File: src/rtl/layer3_weight_dispatcher_pkg.sv
// Shared definitions for the layer weight dispatchers: state encoding,
// default layer3 word counts and the counter width helper.
package layer3_weight_dispatcher_pkg;

  localparam int unsigned DEFAULT_DATA_WIDTH = 32;
  localparam int unsigned L3_NUM_W1 = 128 * 256 * 1;
  localparam int unsigned L3_NUM_W2 = 256 * 256 * 9;
  localparam int unsigned L3_NUM_W3 = 128 * 256 * 1;

  typedef enum logic [1:0] {
    IDLE  = 2'd0,
    LOAD1 = 2'd1,
    LOAD2 = 2'd2,
    LOAD3 = 2'd3
  } dispatch_state_e;

  // Width able to index the largest conv; never narrower than one bit.
  function automatic int unsigned cnt_width(input int unsigned n1,
                                            input int unsigned n2,
                                            input int unsigned n3);
    int unsigned m;
    m = n1;
    if (n2 > m) m = n2;
    if (n3 > m) m = n3;
    return (m > 1) ? $clog2(m) : 1;
  endfunction

endpackage

File: src/rtl/layer3_weight_dispatcher_if.sv
// Upstream stream, per-conv weight ports and status of the weight dispatcher.
interface layer3_weight_dispatcher_if
  import layer3_weight_dispatcher_pkg::*;
#(
  parameter int unsigned DATA_WIDTH = DEFAULT_DATA_WIDTH
);
  logic                  start;
  logic                  valid_in;
  logic [DATA_WIDTH-1:0] weight_in;
  logic                  ready_out;
  logic                  valid_weight_out1;
  logic [DATA_WIDTH-1:0] weight_out1;
  logic                  valid_weight_out2;
  logic [DATA_WIDTH-1:0] weight_out2;
  logic                  valid_weight_out3;
  logic [DATA_WIDTH-1:0] weight_out3;
  logic                  busy;
  logic                  done;

  modport master (
    output start, valid_in, weight_in,
    input  ready_out, valid_weight_out1, weight_out1, valid_weight_out2, weight_out2,
    input  valid_weight_out3, weight_out3, busy, done
  );

  modport slave (
    input  start, valid_in, weight_in,
    output ready_out, valid_weight_out1, weight_out1, valid_weight_out2, weight_out2,
    output valid_weight_out3, weight_out3, busy, done
  );
endinterface

File: src/rtl/layer3_weight_dispatcher_weight_word_counter.sv
// Word counter for one conv load: counts accepted words and wraps to 0 on the
// terminal index so the next conv starts from word 0.
module layer3_weight_dispatcher_weight_word_counter #(
  parameter int unsigned CNT_WIDTH = 1
) (
  input  logic                 clk,
  input  logic                 reset,
  input  logic                 clear,
  input  logic                 en,
  input  logic [CNT_WIDTH-1:0] last_idx,
  output logic                 tc_c
);
  logic [CNT_WIDTH-1:0] count;

  assign tc_c = (count == last_idx);

  always_ff @(posedge clk or posedge reset) begin
    if (reset) begin
      count <= '0;
    end else if (clear || (en && tc_c)) begin
      count <= '0;
    end else if (en) begin
      count <= count + CNT_WIDTH'(1);
    end
  end
endmodule

File: src/rtl/layer3_weight_dispatcher.sv
// Steers a serial weight stream in order onto the conv1, conv2 and conv3
// weight ports of the layer3 downsampling block.
module layer3_weight_dispatcher
  import layer3_weight_dispatcher_pkg::*;
#(
  parameter int unsigned DATA_WIDTH = DEFAULT_DATA_WIDTH,
  parameter int unsigned NUM_W1     = L3_NUM_W1,
  parameter int unsigned NUM_W2     = L3_NUM_W2,
  parameter int unsigned NUM_W3     = L3_NUM_W3,
  parameter int unsigned CNT_WIDTH  = cnt_width(NUM_W1, NUM_W2, NUM_W3)
) (
  input logic                       clk,
  input logic                       reset,
  layer3_weight_dispatcher_if.slave bus
);
  dispatch_state_e       state;
  logic                  accept_c;
  logic                  tc_c;
  logic [CNT_WIDTH-1:0]  last_idx_c;
  logic                  valid1, valid2, valid3, done_q;
  logic [DATA_WIDTH-1:0] word1, word2, word3;

  assign accept_c = bus.valid_in && (state != IDLE);

  // Terminal word index of the conv currently being loaded.
  always_comb begin
    last_idx_c = '0;
    case (state)
      LOAD1:   last_idx_c = CNT_WIDTH'(NUM_W1 - 1);
      LOAD2:   last_idx_c = CNT_WIDTH'(NUM_W2 - 1);
      LOAD3:   last_idx_c = CNT_WIDTH'(NUM_W3 - 1);
      default: last_idx_c = '0;
    endcase
  end

  layer3_weight_dispatcher_weight_word_counter #(
    .CNT_WIDTH (CNT_WIDTH)
  ) u_counter (
    .clk      (clk),
    .reset    (reset),
    .clear    (state == IDLE),
    .en       (accept_c),
    .last_idx (last_idx_c),
    .tc_c     (tc_c)
  );

  // Load sequencing with registered strobes; data registers hold between strobes.
  always_ff @(posedge clk or posedge reset) begin
    if (reset) begin
      state  <= IDLE;
      valid1 <= 1'b0;
      valid2 <= 1'b0;
      valid3 <= 1'b0;
      done_q <= 1'b0;
      word1  <= '0;
      word2  <= '0;
      word3  <= '0;
    end else begin
      valid1 <= 1'b0;
      valid2 <= 1'b0;
      valid3 <= 1'b0;
      done_q <= 1'b0;
      case (state)
        IDLE: begin
          if (bus.start) state <= LOAD1;
        end
        LOAD1: begin
          if (accept_c) begin
            valid1 <= 1'b1;
            word1  <= bus.weight_in;
            if (tc_c) state <= LOAD2;
          end
        end
        LOAD2: begin
          if (accept_c) begin
            valid2 <= 1'b1;
            word2  <= bus.weight_in;
            if (tc_c) state <= LOAD3;
          end
        end
        LOAD3: begin
          if (accept_c) begin
            valid3 <= 1'b1;
            word3  <= bus.weight_in;
            if (tc_c) begin
              state  <= IDLE;
              done_q <= 1'b1;
            end
          end
        end
        default: state <= IDLE;
      endcase
    end
  end

  assign bus.ready_out         = (state != IDLE);
  assign bus.busy              = (state != IDLE);
  assign bus.done              = done_q;
  assign bus.valid_weight_out1 = valid1;
  assign bus.valid_weight_out2 = valid2;
  assign bus.valid_weight_out3 = valid3;
  assign bus.weight_out1       = word1;
  assign bus.weight_out2       = word2;
  assign bus.weight_out3       = word3;
endmodule

File: src/flat_wrapper.sv
// flat-port wrapper written by rule: the top's interface ports become plain ports
module layer3_weight_dispatcher_flat import layer3_weight_dispatcher_pkg::*;
#(
  parameter int unsigned DATA_WIDTH = DEFAULT_DATA_WIDTH,
  parameter int unsigned NUM_W1     = L3_NUM_W1,
  parameter int unsigned NUM_W2     = L3_NUM_W2,
  parameter int unsigned NUM_W3     = L3_NUM_W3,
  parameter int unsigned CNT_WIDTH  = cnt_width(NUM_W1, NUM_W2, NUM_W3)
)
  (clk, reset, bus_start, bus_valid_in, bus_weight_in, bus_ready_out, bus_valid_weight_out1, bus_weight_out1, bus_valid_weight_out2, bus_weight_out2, bus_valid_weight_out3, bus_weight_out3, bus_busy, bus_done);
  layer3_weight_dispatcher_if #(.DATA_WIDTH(DATA_WIDTH)) bus_i ();
  input logic clk;
  input logic reset;
  input wire logic [$bits(bus_i.start)-1:0] bus_start;
  input wire logic [$bits(bus_i.valid_in)-1:0] bus_valid_in;
  input wire logic [$bits(bus_i.weight_in)-1:0] bus_weight_in;
  output wire logic [$bits(bus_i.ready_out)-1:0] bus_ready_out;
  output wire logic [$bits(bus_i.valid_weight_out1)-1:0] bus_valid_weight_out1;
  output wire logic [$bits(bus_i.weight_out1)-1:0] bus_weight_out1;
  output wire logic [$bits(bus_i.valid_weight_out2)-1:0] bus_valid_weight_out2;
  output wire logic [$bits(bus_i.weight_out2)-1:0] bus_weight_out2;
  output wire logic [$bits(bus_i.valid_weight_out3)-1:0] bus_valid_weight_out3;
  output wire logic [$bits(bus_i.weight_out3)-1:0] bus_weight_out3;
  output wire logic [$bits(bus_i.busy)-1:0] bus_busy;
  output wire logic [$bits(bus_i.done)-1:0] bus_done;
  assign bus_i.start = bus_start;
  assign bus_i.valid_in = bus_valid_in;
  assign bus_i.weight_in = bus_weight_in;
  assign bus_ready_out = bus_i.ready_out;
  assign bus_valid_weight_out1 = bus_i.valid_weight_out1;
  assign bus_weight_out1 = bus_i.weight_out1;
  assign bus_valid_weight_out2 = bus_i.valid_weight_out2;
  assign bus_weight_out2 = bus_i.weight_out2;
  assign bus_valid_weight_out3 = bus_i.valid_weight_out3;
  assign bus_weight_out3 = bus_i.weight_out3;
  assign bus_busy = bus_i.busy;
  assign bus_done = bus_i.done;
  layer3_weight_dispatcher #(.DATA_WIDTH(DATA_WIDTH), .NUM_W1(NUM_W1), .NUM_W2(NUM_W2), .NUM_W3(NUM_W3), .CNT_WIDTH(CNT_WIDTH)) u_core (.clk(clk), .reset(reset), .bus(bus_i));
endmodule
File: config.mk
export PLATFORM = sky130hd
export DESIGN_NAME = layer3_weight_dispatcher_flat
export DESIGN_NICKNAME = d
export VERILOG_FILES = /design/src/rtl/layer3_weight_dispatcher_pkg.sv /design/src/rtl/layer3_weight_dispatcher_if.sv /design/src/rtl/layer3_weight_dispatcher_weight_word_counter.sv /design/src/rtl/layer3_weight_dispatcher.sv /design/src/flat_wrapper.sv
export SDC_FILE = /design/constraint.sdc
export NUM_CORES = 1
export LEC_CHECK = 0
export BUFFER_PORTS_ARGS = -buffer_cell sky130_fd_sc_hd__buf_4
export CORE_AREA = 2 2 106 108
export CTS_BUF_LIST = sky130_fd_sc_hd__clkbuf_16
export DETAILED_ROUTE_END_ITERATION = 12
export DIE_AREA = 0 0 108 110
export MAX_ROUTING_LAYER = met4
export PLACE_DENSITY = 0.77
export SYNTH_ARGS = -nofsm -noshare
export SYNTH_HDL_FRONTEND = slang
export SYNTH_SLANG_ARGS = --single-unit
File: constraint.sdc
create_clock -name clk -period 3.63 [get_ports clk]
set_input_delay 0.1815 -clock clk [delete_from_list [all_inputs] [get_ports clk]]
set_output_delay 0.1815 -clock clk [all_outputs]
set_load 0.01 [all_outputs]
# Word-level counts from Yosys, hierarchy flattened

Index checks and enable logic that the tools add are counted.

Input bits: 36
Bits in writable memories: 0
Word-level logic and storage cells: 50
Bits in read-only memories: 0
Memories: 0
Flip-flop bits (word level): 122
Bits in latches: 0

Order comparisons: 0
Multipliers: 0
Div/mod/pow operators: 0
Add/sub/neg operators: 1
Reduce and logical (&&, ||, !) cells: 11
Equal/unequal tests: 11
Bitwise logic cells: 0
Shift-type cells: 0
Mux-type cells: 18

Operator list:

| cell                    | count |
|---|---|
| $mux W20                | 2 |
| $pmux W20 S2            | 1 |
| $add A20 B1 Y20 const B | 1 |
| $eq A20 B20 Y1          | 1 |
| $mux W2                 | 7 |
| $ne A2 B2 Y1 const B    | 7 |
| $pmux W2 S4             | 1 |
| $mux W1                 | 7 |
| $reduce_and A7 Y1       | 1 |
| $reduce_and A2 Y1       | 3 |
| $eq A2 B2 Y1 const B    | 2 |
| $reduce_bool A2 Y1      | 2 |
| $eq A2 B1 Y1 const B    | 1 |
| $logic_and A1 B1 Y1     | 2 |
| $logic_not A2 Y1        | 1 |
| $reduce_or A2 Y1        | 1 |
| $logic_or A1 B1 Y1      | 1 |

# Longest topological paths before layout

Word-level depth: 7
Depth in mapped cells: 10

# By module

A second synthesis with hierarchy kept.

Cells, all modules: 358
Area total of the unflattened synthesis: 5462.7 um2

By module, submodules not included:

| module                                       | area each (um2) | cells each | instances |
|---|---|---|---|
| layer3_weight_dispatcher                     | 4266.6          | 235        | 1 |
| layer3_weight_dispatcher_weight_word_counter | 1196.1          | 123        | 1 |

# Least setup slack after synthesis

Ideal clock, no wire load.

Path type: reg-to-reg
Start point: register u_core.state[0]
End point: register u_core.state[1]
Data required time: 3.502 ns
Path slack: 1.413 ns
Arrival time: 2.090 ns
Stages on the path, launching flop included: 9
Cell sequence: dfrtp_1 -> inv_1 -> ha_1 -> buf_4 -> or4b_1 -> nor3_2 -> o2111ai_2 -> a2bb2oi_2 -> mux2_1

Word-level cells in the longest chain between the ends: 6
Elaborated cells on any way between the ends: 18
Classes of those cells: 11 x eq/ne; 2 x mux; 5 x reduce/logical

Ends and longest elaborated chain:

| element                                      | line                                                           | source |
|---|---|---|
| start, declared                              | layer3_weight_dispatcher.sv:16                                 | `dispatch_state_e state;` |
| start signal, assigned                       | layer3_weight_dispatcher.sv:50                                 | `state <= IDLE;` |
| start signal, assigned                       | layer3_weight_dispatcher.sv:65                                 | `if (bus.start) state <= LOAD1;` |
| start signal, assigned                       | layer3_weight_dispatcher.sv:71                                 | `if (tc_c) state <= LOAD2;` |
| $eq A2 B1 Y1 or $eq A2 B2 Y1 (tied branches) | layer3_weight_dispatcher.sv:28, layer3_weight_dispatcher.sv:63 |  |
| $reduce_or A2 Y1 (no line)                   | -                                                              |  |
| $pmux W20 S2                                 | layer3_weight_dispatcher.sv:28                                 | `case (state)` |
| $eq A20 B20 Y1                               | layer3_weight_dispatcher_weight_word_counter.sv:15             | `assign tc_c = (count == last_idx);` |
| $ne A2 B2 Y1 (no line)                       | -                                                              |  |
| $reduce_and A7 Y1 (no line)                  | -                                                              |  |

Parallel ways exist; a longest one is shown, timed or not.
A chain may end at the register's enable or synchronous reset.

# Worst setup path after layout

Start point: register u_core.state[0]
End point: register u_core.word1[12], in the netlist u_core.bus.weight_out1[12]

Word-level cells in the longest chain between the ends: 3
Elaborated cells on any way between the ends: 4
Classes of those cells: 1 x eq/ne; 3 x reduce/logical

Ends and longest elaborated chain:

| element                         | line                           | source |
|---|---|---|
| $reduce_bool A2 Y1              | layer3_weight_dispatcher.sv:23 | `assign accept_c = bus.valid_in && (state != IDLE);` |
| $logic_and A1 B1 Y1             | layer3_weight_dispatcher.sv:23 |  |
| $reduce_and A2 Y1 (no line) (*) | -                              |  |
| end signal, assigned            | layer3_weight_dispatcher.sv:70 | `word1 <= bus.weight_in;` |
| end, declared                   | layer3_weight_dispatcher.sv:21 | `logic [DATA_WIDTH-1:0] word1, word2, word3;` |

Mark *: on every way between the ends. The rest lies on a longest branch, timed or not.

==> results.toml <==
[run_status]
outcome = "complete, no violations"

[cells_and_area]
finalInstanceArea_um2 = 6654
final_common_cell = "buf_4"
seq_area_um2 = 3053
drive_above_1_share_pct = 54.49
num-nets-final = 530
antenna_cells = 0
multiInputGateArea_um2 = 1737
fillers = 834
fin_cells = 641
area_growth_pct = 35.80
utilization_pct = 62.20
layout_common_cells = "buf_4, dfrtp_1, mux2_2"

[clock_tree]
post_cts_buffers = 0
cts_inserted_buffers = 17
clk_path_buf_depth = 2
clock_latency_ns = 0.40
root_buffer = "clkbuf_16"
cts.clk_slew.worst_paths_ns = 0.06
htreeDepth = 4
cts_sinks = 122
cts_tree = "yes"

[power]
p_per_area_nw_per_um2 = 938.4
total_power_w = 0.006244
p_leak_nw = 3.175
ir_drop_mv = 0.5783

[synth]
ys_seq_area_share_pct = 62.31
synthCells = 342
yosys-top-cells-area = "dfrtp_1, mux2_2, xor2_1"
synth_nets = 383
yosys.area.top_type = "dfrtp_1"
synth.avg_cell_area_um2 = 14.33
synth-seq-cells = 122
netlist.area_leader.share_pct = 62.31
ys_warn_count = 0
ys_types = 32
synth_area_um2 = 4900

[sta]
drv_slew = 0
max-slew-margin-rel_pct = 40.99
fin_crit_ns = 2.587
fin_crit_sh_pct = 71.26
finalSetupViolCount = 0
skew_ns = 0.01042
fmax_mhz = 386.6
worst_pin_slew_ns = 0.8830
hold_violations = 0
rsz0062_at_grt = "false"
setup_tns_ns = 0

[global_route]
grt_pass1_wl_mm = 17.31
grt_pass1_vias = 3474
grt_max_degree = 72
grt-ovfl-total = 0
antenna_found_initial = 0
grt.total_usage_pct = 19.60

[route]
wl_mm = 10.52
ant_nets = 0
vias = 3229
wl_met3_um = 612
top_layer_used = "met4"
wl_per_cell_um = 16.41
first_iter_violations = 181
wl_met1_mm = 4.426
drc = 0
via_per_inst = 5.037
first_pass_iters = 4
met2_length_mm = 5.383

[place]
dpl_cell_area_um2 = 6063
placed_cells = 609
io_buffers = 137
post-dp-hpwl_mm = 7.392
place.gp.congestion = 0.8203

[setup_path]
path_max_fanout = 17
end_kind = "flop"
arrival_ns = 2.87
crit_required_ns = 3.91
start_kind = "flop"
crit_type = "flop to flop"

[min_path]
worst_hold_path_type = "primary input to flop"

[floorplan]
die_w_um = 108
io-pin-count = 138
start_util_pct = 45.80
die_area_um2 = 11880
fp.dieH_um = 110
core-area_um2 = 10700
row_count = 38

[flow_run]
drv_cap = 0
Yosys cell counts:
cell       instances
dfrtp_1          122
mux2_2            96
nor2_1            27
nand2_1           14
xor2_1            13
buf_2             10
inv_1              8
nand3_1            6
nand4_1            6
xnor2_1            6
ha_1               5
buf_4              3
and4_1             2
clkbuf_1           2
nor3_1             2
nor4_1             2
o2111ai_1          2
or3_1              2
a2bb2oi_1          1
a2bb2oi_2          1
a32o_1             1
and2_1             1
and3_1             1
mux2_1             1
nand2_2            1
nor2b_1            1
nor3_2             1
nor4b_2            1
o2111ai_2          1
o211ai_1           1
or4_1              1
or4b_1             1
area by class of cell:
cell class	instances	area share, %
clock inverters	14	2.332
clock buffers	17	6.393
repair buffers	143	16.17
inverters	8	0.4889
flip-flops and latches	122	45.88
well taps	140	2.633
multi-input cells	197	26.10
metrics by stage:
step                      hold WS [ns]  setup slack [ns]
after floorplan                 0.3320            0.2060
after global placement          0.4092             1.084
after detailed placement        0.4188             1.013
after CTS                      0.01311            0.9980
after global routing           0.01610            0.8530
final                          0.02764             1.043
worst paths after layout:
path	start	depth (start not counted)	end	slack (ns)
worst max-delay path	u_core.state[0]	6	u_core.bus.weight_out1[12]	1.04
worst min-delay path	bus_weight_in[5]	2	u_core.bus.weight_out1[5]	0.03
worst max register to register	u_core.state[0]	6	u_core.bus.weight_out1[12]	1.04
worst min register to register	u_core.bus.weight_out1[9]	1	u_core.bus.weight_out1[9]	0.50
max in group asynchronous	reset	4	u_core.bus.weight_out1[9]	2.25
min in group asynchronous	reset	3	u_core.bus.weight_out1[8]	0.52
cell families (layout without fill, tap and decap cells):
kind of cell    after synthesis  after routing  synth area share [%]
buf+inv                      23            182                 2.247
fa+ha+maj                     5              5                 1.277
mux                          97             97                 22.29
simple gates                 69             69                 6.972
compound gates                7              7                 1.507
xor+xnor                     19             19                 3.396
flops                       122            122                 62.31
metal layers:
layer / vias up / GRT usage, %
met5: - / -
met3: 10 / 5.996
met1: 1643 / 23.39
met2: 91 / 31.81
met4: 0 / 6.960
li1: 1485 / -
flip-flops by register name (all words and copies together) (netlist names):
signal / count
u_core.state: 2
u_core.bus.valid_weight_out3: 1
u_core.bus.valid_weight_out2: 1
u_core.bus.weight_out2: 32
u_core.bus.valid_weight_out1: 1
u_core.bus.weight_out1: 32
u_core.bus.done: 1
u_core.bus.weight_out3: 32
u_core.u_counter.count: 20
power by group:
part | leakage [nW] | switching [W] | internal [W]
combinational | 1.39 | 0.000967 | 0.00133
clock | 0.287 | 0.000583 | 0.00106
sequential | 1.50 | 0.000345 | 0.00195
critical path, cell delays in order (launching register included):
cell	delay, ns
dfrtp_1	0.40
inv_1	0.08
ha_1	0.30
nor2b_1	0.31
nand2_1	0.59
buf_4	0.46
mux2_2	0.30
repair_timing:
| item | 4_1_cts | 5_1_grt |
|---|---|---|
| hold buffers | 1 | 0 |
| endpoints found under the hold margin | 57 | 0 |
| setup endpoints to repair | 0 | 0 |
| gates resized for setup | 0 | 0 |
Power figures use the tool's default switching activity.
